File: src/rtl/time_entry_loader_if.sv
// Keypad/start/cancel inputs and BCD digit/load/status outputs of the entry stage.
// Pure wiring, no storage, so it adds no latency.
// No backpressure: every signal is a level or a single-cycle pulse.
interface time_entry_loader_if;
  // Keypad and control side
  logic       key_valid;
  logic [3:0] key_digit;
  logic       start;
  logic       cancel;
  logic       run_done;
  // Counter chain and status side
  logic [3:0] sec_ones;
  logic [3:0] sec_tens;
  logic [3:0] min_ones;
  logic       load_n;
  logic       load_en;
  logic       running;
  logic       entry_error;

  // Drives the keypad and control inputs and observes the entry stage
  modport master (
    output key_valid, key_digit, start, cancel, run_done,
    input  sec_ones, sec_tens, min_ones, load_n, load_en, running, entry_error
  );

  // The entry stage itself
  modport slave (
    input  key_valid, key_digit, start, cancel, run_done,
    output sec_ones, sec_tens, min_ones, load_n, load_en, running, entry_error
  );
endinterface

File: src/rtl/time_entry_loader.sv
// Debounces keypad digits into a 3-digit M:SS entry and issues a 1-cycle parallel load on start.
// Latency: start sampled in ENTRY -> load_n low next cycle -> running high the cycle after.
// No backpressure: keys pressed while running are debounced and dropped, not queued.
module time_entry_loader #(
  parameter int DEBOUNCE_CYCLES = 4,
  parameter int CNT_W           = 8
) (
  input  logic                 i_clock,
  input  logic                 i_clear,
  time_entry_loader_if.slave   io_ctl
);

  typedef enum logic [1:0] {
    ST_IDLE  = 2'd0,
    ST_ENTRY = 2'd1,
    ST_LOAD  = 2'd2,
    ST_RUN   = 2'd3
  } state_t;

  // Value the debounce counter reaches on the last cycle of a qualifying run
  localparam logic [CNT_W-1:0] DB_LAST = CNT_W'(DEBOUNCE_CYCLES - 1);

  state_t     r_state;
  state_t     w_state_nxt;

  logic             r_key_held;
  logic [CNT_W-1:0] r_db_cnt;
  logic             w_accept;
  logic             w_is_digit;

  logic [3:0] r_sec_ones;
  logic [3:0] r_sec_tens;
  logic [3:0] r_min_ones;
  logic       w_shift;
  logic       w_clear_digits;

  logic       r_load_n;
  logic       r_load_en;
  logic       r_running;
  logic       r_entry_error;
  logic       w_error_nxt;

  // Debounce: count consecutive cycles of the level opposite to the held/released state;
  // any cycle at the current level restarts the count.
  always_ff @(posedge i_clock or posedge i_clear) begin
    if (i_clear) begin
      r_key_held <= 1'b0;
      r_db_cnt   <= '0;
    end else if (!r_key_held) begin
      if (io_ctl.key_valid) begin
        if (r_db_cnt == DB_LAST) begin
          r_key_held <= 1'b1;
          r_db_cnt   <= '0;
        end else begin
          r_db_cnt <= r_db_cnt + 1'b1;
        end
      end else begin
        r_db_cnt <= '0;
      end
    end else begin
      if (!io_ctl.key_valid) begin
        if (r_db_cnt == DB_LAST) begin
          r_key_held <= 1'b0;
          r_db_cnt   <= '0;
        end else begin
          r_db_cnt <= r_db_cnt + 1'b1;
        end
      end else begin
        r_db_cnt <= '0;
      end
    end
  end

  // Acceptance is the cycle the press run completes; key_digit is taken from that cycle.
  assign w_accept   = !r_key_held && io_ctl.key_valid && (r_db_cnt == DB_LAST);
  assign w_is_digit = (io_ctl.key_digit <= 4'd9);

  // State register
  always_ff @(posedge i_clock or posedge i_clear) begin
    if (i_clear) begin
      r_state <= ST_IDLE;
    end else begin
      r_state <= w_state_nxt;
    end
  end

  // Next state and digit-control decisions; cancel overrides everything, then
  // run_done (RUN only), then start (ENTRY only), then a debounced digit.
  always_comb begin
    w_state_nxt    = r_state;
    w_shift        = 1'b0;
    w_clear_digits = 1'b0;
    w_error_nxt    = 1'b0;
    if (io_ctl.cancel) begin
      w_state_nxt    = ST_IDLE;
      w_clear_digits = 1'b1;
    end else begin
      case (r_state)
        ST_IDLE: begin
          // start has no meaning before a digit exists
          if (w_accept && w_is_digit) begin
            w_shift     = 1'b1;
            w_state_nxt = ST_ENTRY;
          end
        end
        ST_ENTRY: begin
          if (io_ctl.start) begin
            // A key accepted alongside start is dropped either way
            if (r_sec_tens <= 4'd5) begin
              w_state_nxt = ST_LOAD;
            end else begin
              w_error_nxt = 1'b1;
            end
          end else if (w_accept && w_is_digit) begin
            w_shift = 1'b1;
          end
        end
        ST_LOAD: begin
          w_state_nxt = ST_RUN;
        end
        ST_RUN: begin
          if (io_ctl.run_done) begin
            w_state_nxt    = ST_IDLE;
            w_clear_digits = 1'b1;
          end
        end
        default: begin
          w_state_nxt    = ST_IDLE;
          w_clear_digits = 1'b1;
        end
      endcase
    end
  end

  // Digit shift register: new digit enters at sec_ones, oldest falls out of min_ones.
  // No digit counter is needed because a fourth digit simply pushes the oldest out.
  always_ff @(posedge i_clock or posedge i_clear) begin
    if (i_clear) begin
      r_sec_ones <= 4'd0;
      r_sec_tens <= 4'd0;
      r_min_ones <= 4'd0;
    end else if (w_clear_digits) begin
      r_sec_ones <= 4'd0;
      r_sec_tens <= 4'd0;
      r_min_ones <= 4'd0;
    end else if (w_shift) begin
      r_min_ones <= r_sec_tens;
      r_sec_tens <= r_sec_ones;
      r_sec_ones <= io_ctl.key_digit;
    end
  end

  // Status outputs registered from the next state so they line up with the state they describe
  always_ff @(posedge i_clock or posedge i_clear) begin
    if (i_clear) begin
      r_load_n      <= 1'b1;
      r_load_en     <= 1'b0;
      r_running     <= 1'b0;
      r_entry_error <= 1'b0;
    end else begin
      r_load_n      <= (w_state_nxt != ST_LOAD);
      r_load_en     <= (w_state_nxt == ST_LOAD);
      r_running     <= (w_state_nxt == ST_RUN);
      r_entry_error <= w_error_nxt;
    end
  end

  assign io_ctl.sec_ones    = r_sec_ones;
  assign io_ctl.sec_tens    = r_sec_tens;
  assign io_ctl.min_ones    = r_min_ones;
  assign io_ctl.load_n      = r_load_n;
  assign io_ctl.load_en     = r_load_en;
  assign io_ctl.running     = r_running;
  assign io_ctl.entry_error = r_entry_error;

endmodule

File: src/flat_wrapper.sv
// flat-port wrapper written by rule: the top's interface ports become plain ports
module time_entry_loader_flat 
#(
  parameter int DEBOUNCE_CYCLES = 4,
  parameter int CNT_W           = 8
)
  (i_clock, i_clear, io_ctl_key_valid, io_ctl_key_digit, io_ctl_start, io_ctl_cancel, io_ctl_run_done, io_ctl_sec_ones, io_ctl_sec_tens, io_ctl_min_ones, io_ctl_load_n, io_ctl_load_en, io_ctl_running, io_ctl_entry_error);
  time_entry_loader_if io_ctl_i ();
  input  logic i_clock;
  input  logic i_clear;
  input wire logic [$bits(io_ctl_i.key_valid)-1:0] io_ctl_key_valid;
  input wire logic [$bits(io_ctl_i.key_digit)-1:0] io_ctl_key_digit;
  input wire logic [$bits(io_ctl_i.start)-1:0] io_ctl_start;
  input wire logic [$bits(io_ctl_i.cancel)-1:0] io_ctl_cancel;
  input wire logic [$bits(io_ctl_i.run_done)-1:0] io_ctl_run_done;
  output wire logic [$bits(io_ctl_i.sec_ones)-1:0] io_ctl_sec_ones;
  output wire logic [$bits(io_ctl_i.sec_tens)-1:0] io_ctl_sec_tens;
  output wire logic [$bits(io_ctl_i.min_ones)-1:0] io_ctl_min_ones;
  output wire logic [$bits(io_ctl_i.load_n)-1:0] io_ctl_load_n;
  output wire logic [$bits(io_ctl_i.load_en)-1:0] io_ctl_load_en;
  output wire logic [$bits(io_ctl_i.running)-1:0] io_ctl_running;
  output wire logic [$bits(io_ctl_i.entry_error)-1:0] io_ctl_entry_error;
  assign io_ctl_i.key_valid = io_ctl_key_valid;
  assign io_ctl_i.key_digit = io_ctl_key_digit;
  assign io_ctl_i.start = io_ctl_start;
  assign io_ctl_i.cancel = io_ctl_cancel;
  assign io_ctl_i.run_done = io_ctl_run_done;
  assign io_ctl_sec_ones = io_ctl_i.sec_ones;
  assign io_ctl_sec_tens = io_ctl_i.sec_tens;
  assign io_ctl_min_ones = io_ctl_i.min_ones;
  assign io_ctl_load_n = io_ctl_i.load_n;
  assign io_ctl_load_en = io_ctl_i.load_en;
  assign io_ctl_running = io_ctl_i.running;
  assign io_ctl_entry_error = io_ctl_i.entry_error;
  time_entry_loader #(.DEBOUNCE_CYCLES(DEBOUNCE_CYCLES), .CNT_W(CNT_W)) u_core (.i_clock(i_clock), .i_clear(i_clear), .io_ctl(io_ctl_i));
endmodule
File: config.mk
export PLATFORM = sky130hd
export DESIGN_NAME = time_entry_loader_flat
export DESIGN_NICKNAME = d
export VERILOG_FILES = /design/src/rtl/time_entry_loader_if.sv /design/src/rtl/time_entry_loader.sv /design/src/flat_wrapper.sv
export SDC_FILE = /design/constraint.sdc
export NUM_CORES = 1
export LEC_CHECK = 0
export CAP_MARGIN = 20
export CORE_MARGIN = 3
export CORE_UTILIZATION = 45
export CTS_CLUSTER_DIAMETER = 200
export DETAILED_ROUTE_END_ITERATION = 16
export MAX_ROUTING_LAYER = met4
export PLACE_DENSITY = 0.69
export SLEW_MARGIN = 20
export SYNTH_ARGS = -nofsm -noshare
export SYNTH_HDL_FRONTEND = slang
export SYNTH_SLANG_ARGS = --single-unit
File: constraint.sdc
create_clock -name i_clock -period 2.3 [get_ports i_clock]
set_input_delay 0.46 -clock i_clock [delete_from_list [all_inputs] [get_ports i_clock]]
set_output_delay 0.46 -clock i_clock [all_outputs]
set_load 0.005 [all_outputs]
==> flow_metrics.py <==
metrics = {
    "synthesis": {
        "synth_cell_types": 23,
        "netlist_area_um2": 1212,
        "synth_nets": 122,
        "seq_area_frac_synth": 0.5583,
        "ys_ff_latch": 27,
        "yosys_warnings": 0,
        "synth_cells": 111,
        "syn_avg_cell_area_um2": 10.92,
    },
    "critical_path": {
        "criticalPathCategory": "reg -> out",
        "cp-end-kind": "output port",
        "critPathSlowestCell": "dfstp_2",
        "critPathRequiredTime_ns": 1.84,
        "rr_worst_depth": 5,
        "crit-reg2reg-launch": "u_core.r_db_cnt[6]",
        "r2r_slack_ns": 0.75,
        "critPathArrivalTime_ns": 1.34,
        "r2r_end": "u_core.io_ctl.sec_ones[3]",
        "cpPeakStageDelay_ns": 0.54,
        "crit_buf_inv": 1,
        "crit_path_max_fanout": 1,
        "cp_top_family": "flip-flops",
        "startpoint_type": "flop",
        "cp_cell_sequence": "clkdlybuf4s50_1",
        "path_depth": 1,
    },
    "status": {
        "status": "finished, final reports clean",
    },
    "placed_design": {
        "dpl_cell_area_um2": 1513,
        "dpl_worst_slack_ns": 0.1594,
        "port_buffers": 25,
        "place_congestion": 0.8280,
        "post-dp-hpwl_mm": 1.672,
    },
    "clocking": {
        "cts_root_buf": "clkbuf_4",
        "clkTransAtPathRegs_ns": 0.14,
        "holdBufCountCts": 0,
        "post_cts_buffers": 0,
        "numCtsBuffers": 3,
        "cts_tree": "built",
        "cts_buffer_depth": 2,
        "clkSinkCount": 27,
        "cts_resized": 0,
        "clk_latency_ns": 0.33,
        "htreeDepth": 1,
    },
    "finish": {
        "antenna_cells": 0,
        "seq_area_um2": 676.9,
        "multi_input_area_um2": 503.0,
        "fin_nets": 153,
        "layout-drive-gt1-share": 0.07801,
        "area_growth_pct": 26.94,
        "stdcell_area_um2": 1539,
        "nFillCells": 219,
    },
    "sta": {
        "tns_ns": 0,
        "worstMarginPinSlew_ns": 0.3995,
        "finalSetupViolCount": 0,
        "finClkSkew_ns": 0.01184,
        "fmax_ghz": 0.5555,
        "fin_hold_ws_ns": 0.4637,
        "max_slew_margin": 0.7317,
        "report.final.hold_viol_count": 0,
        "setup_slack_ns": 0.5000,
        "slew_violations": 0,
        "layout_min_cycle_time_ns": 1.800,
        "rsz0062_at_grt": "false",
        "post-route-period-util": 0.7826,
    },
    "global_routing": {
        "antenna_found_initial": 0,
        "met2_usage": 0.2742,
        "grt_pass1_vias": 935,
        "grt_max_degree": 28,
        "grt_use_met1": 0.1879,
        "grt_overflow_total": 0,
        "grt_pass1_wl_mm": 4.071,
        "top_usage_layer": "met2",
        "met3_usage": 0.02450,
        "grt_usage": 0.1653,
    },
    "routing": {
        "num_vias": 853,
        "drtAntennaViolNets": 0,
        "drc": 0,
        "wl_per_cell_um": 13.27,
        "drt_iter0_drc": 22,
        "routed_wl_mm": 2.270,
        "dr.pass1.iters": 4,
        "avgViaCountPerCell": 4.988,
    },
    "floorplanning": {
        "die_h_um": 57.91,
        "core-area_um2": 2522,
        "initial_core_util": 0.4807,
        "die_area_um2": 3353,
        "io_pins": 26,
        "row_count": 18,
        "die_w_um": 57.91,
    },
    "job": {
        "maxCapViolations": 0,
    },
    "pwr": {
        "peakVddDrop_uv": 493.5,
        "p_total_w": 0.0009082,
        "p_leak_nw": 0.6488,
        "powerDensity_nw_per_um2": 590.1,
    },
    "hold_path": {
        "hp-class": "in -> async",
    },
}
## synthesized netlist by cell type
cell type	n	area, um2
dfstp_2	1	26.28
nand2_1	24	90.09
nor4_4	2	42.54
nand4_1	1	6.260
xnor2_1	2	17.52
inv_1	6	22.52
and3_1	4	25.02
buf_2	2	10.01
nor2_1	12	45.04
a21oi_1	2	10.01
nor4_1	1	6.260
xor2_1	5	43.79
nand3_1	2	10.01
mux2_1	1	11.26
a31oi_1	1	6.260
nor2b_1	1	6.260
nand3_4	1	17.52
mux2i_1	12	120.1
dfrtp_1	26	650.6
nor3_4	1	16.27
ha_1	1	12.51
and2_1	1	6.260
o21ai_0	2	10.01
## worst register-to-register path: cells and delay by family (launching register included)
| family | cells | cell delay [ns] |
|---|---|---|
| muxes | 1 | 0.22 |
| DFF | 1 | 0.46 |
| and+or+nand+nor | 3 | 0.60 |
| buffers and inverters | 1 | 0.21 |
## state kept, by name (all words and copies together) (netlist names), named ones only
register and flops:
u_core.io_ctl.sec_tens 4, u_core.io_ctl.sec_ones 4, u_core.r_db_cnt 8, u_core.io_ctl.running 1, u_core.io_ctl.load_en 1, u_core.io_ctl.min_ones 4, u_core.io_ctl.load_n 1, u_core.io_ctl.entry_error 1
u_core.r_state 2
## per-stage QoR
step / instances / utilization
floorplan: 111 / -
global placement: 167 / 0.5997
detailed placement: 167 / 0.5997
CTS: 171 / 0.6101
global route: 171 / 0.6101
finish: 171 / 0.6101
## power by group
group	internal [W]	leakage, nW	total, W	switching [W]
registers	0.000508	0.369	0.000538	0.0000304
clock network	0.0000679	0.0150	0.000202	0.000134
logic	0.0000715	0.265	0.000167	0.0000958
total	0.000647	0.649	0.000908	0.000261
## how the worst max path moves through the flow
stage,from,end,slack [ns]
global route,io_ctl_key_digit[2],u_core.io_ctl.sec_ones[2],0.42
global placement,io_ctl_key_valid,u_core.io_ctl.min_ones[1],0.22
CTS,u_core.io_ctl.load_n,io_ctl_load_n,0.48
finish,u_core.io_ctl.load_n,io_ctl_load_n,0.50
detailed placement,io_ctl_key_digit[2],u_core.io_ctl.min_ones[2],0.16
floorplan,io_ctl_key_digit[1],u_core.io_ctl.min_ones[3],0.74
## cells in the final DEF (no fill, tap or decap), drive strengths merged, types with 2 or more instances in the layout
cell type | Yosys | layout
nor4 | 3 | 3
and3 | 4 | 4
nand2 | 24 | 24
inv | 6 | 6
xnor2 | 2 | 2
o21ai | 2 | 2
nor2 | 12 | 12
clkbuf | 0 | 4
nand3 | 3 | 3
clkdlybuf4s50 | 0 | 25
buf | 2 | 3
a21oi | 2 | 2
mux2i | 12 | 12
xor2 | 5 | 5
dfrtp | 26 | 26
## cell families (layout without fill, tap and decap cells)
group / count (synthesis) / in the layout / share of synthesized area
adders and majority gates: 1 / 1 / 0.01032
AOI/OAI and AO/OA: 5 / 5 / 0.02168
buffers and inverters: 8 / 38 / 0.02683
and+or+nand+nor: 50 / 50 / 0.2240
muxes: 13 / 13 / 0.1084
DFF: 27 / 27 / 0.5583
xor gates and xnor gates: 7 / 7 / 0.05057
## final cells by class
| cell class | instances | share of cell area |
|---|---|---|
| Multi-Input combinational cell | 76 | 0.3268 |
| Sequential cell | 27 | 0.4398 |
| Inverter | 6 | 0.01463 |
| Tap cell | 30 | 0.02439 |
| Timing Repair Buffer | 28 | 0.1772 |
| Clock buffer | 4 | 0.01707 |
## per-layer routing
metal	up-vias	wire length (um)	share of wire
met4	0	39	0.017
met1	404	992	0.44
li1	427	-	-
met2	18	1159	0.51
met5	-	0	0
met3	4	79	0.035
Power figures use the tool's default switching activity.
==> RTL change 1, RTL diff (config.mk and constraints unchanged) <==
`CNT_W` is set to 8 in 2 places; all go to 10.
--- a/src/rtl/time_entry_loader.sv
+++ b/src/rtl/time_entry_loader.sv
@@ -3,7 +3,7 @@
 // No backpressure: keys pressed while running are debounced and dropped, not queued.
 module time_entry_loader #(
   parameter int DEBOUNCE_CYCLES = 4,
-  parameter int CNT_W           = 8
+  parameter int CNT_W           = 10
 ) (
   input  logic                 i_clock,
   input  logic                 i_clear,
--- a/src/flat_wrapper.sv
+++ b/src/flat_wrapper.sv
@@ -2,7 +2,7 @@
 module time_entry_loader_flat 
 #(
   parameter int DEBOUNCE_CYCLES = 4,
-  parameter int CNT_W           = 8
+  parameter int CNT_W           = 10
 )
   (i_clock, i_clear, io_ctl_key_valid, io_ctl_key_digit, io_ctl_start, io_ctl_cancel, io_ctl_run_done, io_ctl_sec_ones, io_ctl_sec_tens, io_ctl_min_ones, io_ctl_load_n, io_ctl_load_en, io_ctl_running, io_ctl_entry_error);
   time_entry_loader_if io_ctl_i ();
Behaviour: same outputs for any inputs over 10 cycles, from zero or initial values; that may be too few to reach the edited logic, so the function may still have changed.
==> RTL change 1 against the original RTL <==
Clock skew shrank 0.0045 ns; setup slack gained 0.0060 ns; register-to-register slack lost 0.19 ns; synthesized area grew 11%; routed wire length grew 14%; final area grew 9.4%; sequential cell count grew 2; synthesized cell count grew 17%; combinational power grew 18%; largest cell class unchanged; largest power group unchanged; power grew 17%; fmax grew 0.33%.
==> RTL change 1: results (changes against the original RTL) <==
* Routability cong. at 0.877 (+5.9%)
* N_diodes at 0 (unchanged)
* Seq/Total Area, Yosys at 54.0% (-1.8 points)
* Detailed placer's ending HPWL at 1.90 mm (+13%)
* Worst Tran Pin Value at 0.368 ns (-0.0311 ns)
* Largest register FFs at 10 (+2)
* Peak supply drop at 0.508 mV (+3.0%)
* Fill cell count at 245 (+12%)
* FF-to-FF path depth at 5 (unchanged)
* Post-Syn Nets at 141 (+16%)
* Synth top area cells: dfrtp_1, nand2_1, mux2i_1
* PostCTS Resize Cnt at 0 (unchanged)
* Largest stage delay, worst path at 0.52 ns (-0.02 ns)
* Number of library cell types mapped by synthesis at 31 (+35%)
* Worst EP arrival at 1.33 ns
* Via density at 5.35 (+7.3%)
* Yosys top cell area share at 52.1% (-1.6 points)
* Top delay family on crit path: flip-flops
* Yosys warning count at 0 (unchanged)
* H-tree Lvls at 2 (+1)
* Static Leak at 0.000749 uW (+15%)
* Port bufs at 25 (unchanged)
* Final setup skew at 0.00737 ns (-0.00448 ns)
* First-pass DRT Iterations at 4 (unchanged)
* Slowest-stage cell, CP: dfstp_2
* Asr flop ratio synth at 100% (unchanged)
* GRT Total Usage at 17.9% (+1.3 points)
* Synth cell count leaders: dfrtp_1, nand2_1, nor2_1
* First-pass GRT wire length at 4.68 mm (+15%)
* Share of cells above drive strength 1 at 9.88% (+2.1 points)
* CTS Buf Count at 5 (+2)
* Pin count of the biggest net entering global routing at 30 (+7.1%)
* Clock Tree Buf Depth at 2 (unchanged)
* Critical path depth in cells at 1 (unchanged)
* Clock transition at path regs at 0.09 ns (-0.05 ns)
* Vias in the first global route at 1066 (+14%)
* HP Class: in -> async
* Status: finished, final reports clean
* Root buf cell: clkbuf_4
* Detailed router's first-iteration violation count at 42 (+91%)
* Drt wl/cell at 13.4 um (+0.66%)
* Post-layout nets at 172 (+12%)
* Worst-path fanout max at 1 (unchanged)
* Initial antenna violation count at 0 (unchanged)
* Post-CTS setup repair buffer count at 0 (unchanged)
RTL change 1: area by class of cell:
| type | count | area share, % |
|---|---|---|
| flip-flops and latches | 29 | 43.2 |
| multi-input cells | 89 | 33.7 |
| repair buffers | 27 | 15.8 |
| clock buffers | 6 | 2.45 |
| well taps | 31 | 2.30 |
| inverters | 9 | 2.01 |
| clock inverters | 2 | 0.594 |
RTL change 1: routing by layer:
metal / up-vias / wire length, um / global-route usage, %
li1: 514 / - / -
met2: 33 / 1100 / 24.0
met5: - / 0 / -
met4: 0 / 56 / 8.98
met3: 9 / 161 / 5.32
met1: 477 / 1260 / 24.3
RTL change 1: where the power goes:
part / total, uW / switching, uW / internal (uW)
Sequential: 577 / 33.9 / 543
Combinational: 197 / 124 / 73.1
Clock: 292 / 176 / 116
RTL change 1: kinds of logic after synthesis:
| logic type | after synthesis | share of synthesized area (%) |
|---|---|---|
| AOI/OAI and AO/OA | 16 | 8.47 |
| xor gates and xnor gates | 9 | 5.86 |
| adders and majority gates | 1 | 0.930 |
| buffers and inverters | 12 | 3.72 |
| DFF | 29 | 54.0 |
| muxes | 6 | 4.47 |
| and+or+nand+nor | 57 | 22.5 |
RTL change 1: metrics by stage:
stage          cell area [um2]  cells  power [uW]  util, %  setup WS (ns)
5_1_grt                   1680    193        1140     60.0          0.382
6_report                  1680    193        1070     60.0          0.506
3_3_place_gp              1630    185         778     58.2          0.314
4_1_cts                   1680    193        1080     60.0          0.492
3_5_place_dp              1630    185         785     58.2          0.236
2_1_floorplan             1350    130         724        -          0.761
RTL change 1: final timing paths:
check / end / start / slack (ns)
worst min-delay path: u_core.r_db_cnt[6] / i_clear / 0.49
min in group i_clock: u_core.r_db_cnt[0] / u_core.r_db_cnt[0] / 0.50
worst max-delay path: io_ctl_load_n / u_core.io_ctl.load_n / 0.51
worst min register to register: u_core.r_db_cnt[0] / u_core.r_db_cnt[0] / 0.50
max in group asynchronous: u_core.io_ctl.load_n / i_clear / 1.50
worst max register to register: u_core.io_ctl.sec_tens[3] / u_core.r_db_cnt[0] / 0.56
==> RTL change 2, RTL diff (same flow settings) <==
Without the edit above. One comparison of `r_db_cnt` changes from == to >=.
--- a/src/rtl/time_entry_loader.sv
+++ b/src/rtl/time_entry_loader.sv
@@ -72,7 +72,7 @@
   end
 
   // Acceptance is the cycle the press run completes; key_digit is taken from that cycle.
-  assign w_accept   = !r_key_held && io_ctl.key_valid && (r_db_cnt == DB_LAST);
+  assign w_accept   = !r_key_held && io_ctl.key_valid && (r_db_cnt >= DB_LAST);
   assign w_is_digit = (io_ctl.key_digit <= 4'd9);
 
   // State register
Formal check against the unedited RTL: no difference found for any inputs over 10 cycles, from zero or initial values; that may be too few to reach the edited logic, so the function may still have changed.
==> RTL change 2 against the original RTL <==
Die area down 0.55%; fmax is 0.74% lower; setup slack got worse by 0.013 ns; routed wire length down 0.13%; clock skew is 0.0076 ns lower; final area shrank 0.73%; power grew 3.6%; critical endpoint unchanged; critical path type unchanged; sequential power grew 2%; sequential share of layout area up 0.32 points; synthesized area shrank 0.62%; core utilization shrank 0.45 points; non-clock buffer count stayed put; sequential cell count stayed put.
==> RTL change 2: results (changes against the original RTL) <==
* Hold Slack at 0.450 ns (-0.0133 ns)
* Detailed placer's ending HPWL at 1.69 mm (+1.1%)
* Tot Pwr at 941 uW (+3.6%)
* Routability cong. at 0.774 (-6.6%)
* Slew margin rel. at 66.8% (-6.4 points)
* Wire length on met2 at 1.18 mm (+2.0%)
* Routed wire length at 2.27 mm (-0.13%)
* Post-Syn Instances at 107 (-3.6%)
* XOR/XNOR Fraction of Synth Area at 5.09% (+0.032 points)
* Reg2Reg Setup Slack at 0.56 ns (-0.19 ns)
* Switching Share at 28.7% (-0.049 points)
* Status: finished, final reports clean
* Peak supply drop at 0.424 mV (-14%)
* Synth top area cells: dfrtp_1, mux2i_1, nand2_1
* Number of library cell types mapped by synthesis at 29 (+26%)
* GRT Total Usage at 15.7% (-0.83 points)
* Fin crit share at 78.8% (+0.58 points)
* Static Leak at 0.000656 uW (+1.1%)
* Cell Area, Placed at 1500 um2 (-0.83%)
* First-pass GRT wire length at 3.98 mm (-2.2%)
* Layout Cells excl Fill at 166 (-2.9%)
* Post-layout nets at 148 (-3.3%)
* P_comb at 192 uW (+15%)
* Synth Area in Adders at 1.04% (+0.0064 points)
* Grt met2 use at 27.3% (-0.16 points)
* Worst r2r src: u_core.r_db_cnt[0]
* Mux cell area share after synthesis at 8.41% (-2.4 points)
* Final setup skew at 0.00423 ns (-0.00762 ns)
* Placed insts at 162 (-3.0%)
* Share of cells above drive strength 1 at 11.0% (+3.2 points)
* Vias in the first global route at 940 (+0.53%)
* Post-Syn Nets at 118 (-3.3%)
* Pre-CTS setup slack at 0.195 ns (+0.0351 ns)
* Routed vias at 866 (+1.5%)
* Met1 Resource Use GR at 18.0% (-0.75 points)
* M1 WL at 991 um (-0.10%)
* Fill cell count at 220 (+0.46%)
* Pin count of the biggest net entering global routing at 20 (-29%)
* Synth cell count leaders: dfrtp_1, nand2_1, mux2i_1, nor2_1
* Asr flop ratio synth at 100% (unchanged)
RTL change 2: cell types whose count changed after synthesis, moves of 2 or more:
cell,change
nor2_1,-3
mux2i_1,-3
nand2_1,-6
nand3_1,+3
inv_1,-3
and3_1,-2
and2_1,+2
o22ai_1,+3
RTL change 2: final timing paths:
path                       cells after the start                   endpoint
setup / recovery                               1              io_ctl_load_n
hold / removal                                 2  u_core.io_ctl.entry_error
setup reg to reg                               5  u_core.io_ctl.min_ones[3]
hold reg to reg                                1         u_core.r_db_cnt[0]
max in group asynchronous                      3  u_core.io_ctl.sec_ones[1]
min in group i_clock                           1         u_core.r_db_cnt[0]
RTL change 2: final cells by class:
type                            instances  area (um2)  share of cell area (%)
Clock buffer                            3        22.5                    1.47
Clock inverter                          1        5.00                   0.328
Inverter                                3        11.3                   0.737
Multi-Input combinational cell         74         502                    32.8
Sequential cell                        27         677                    44.3
Tap cell                               30        37.5                    2.46
Timing Repair Buffer                   28         273                    17.9
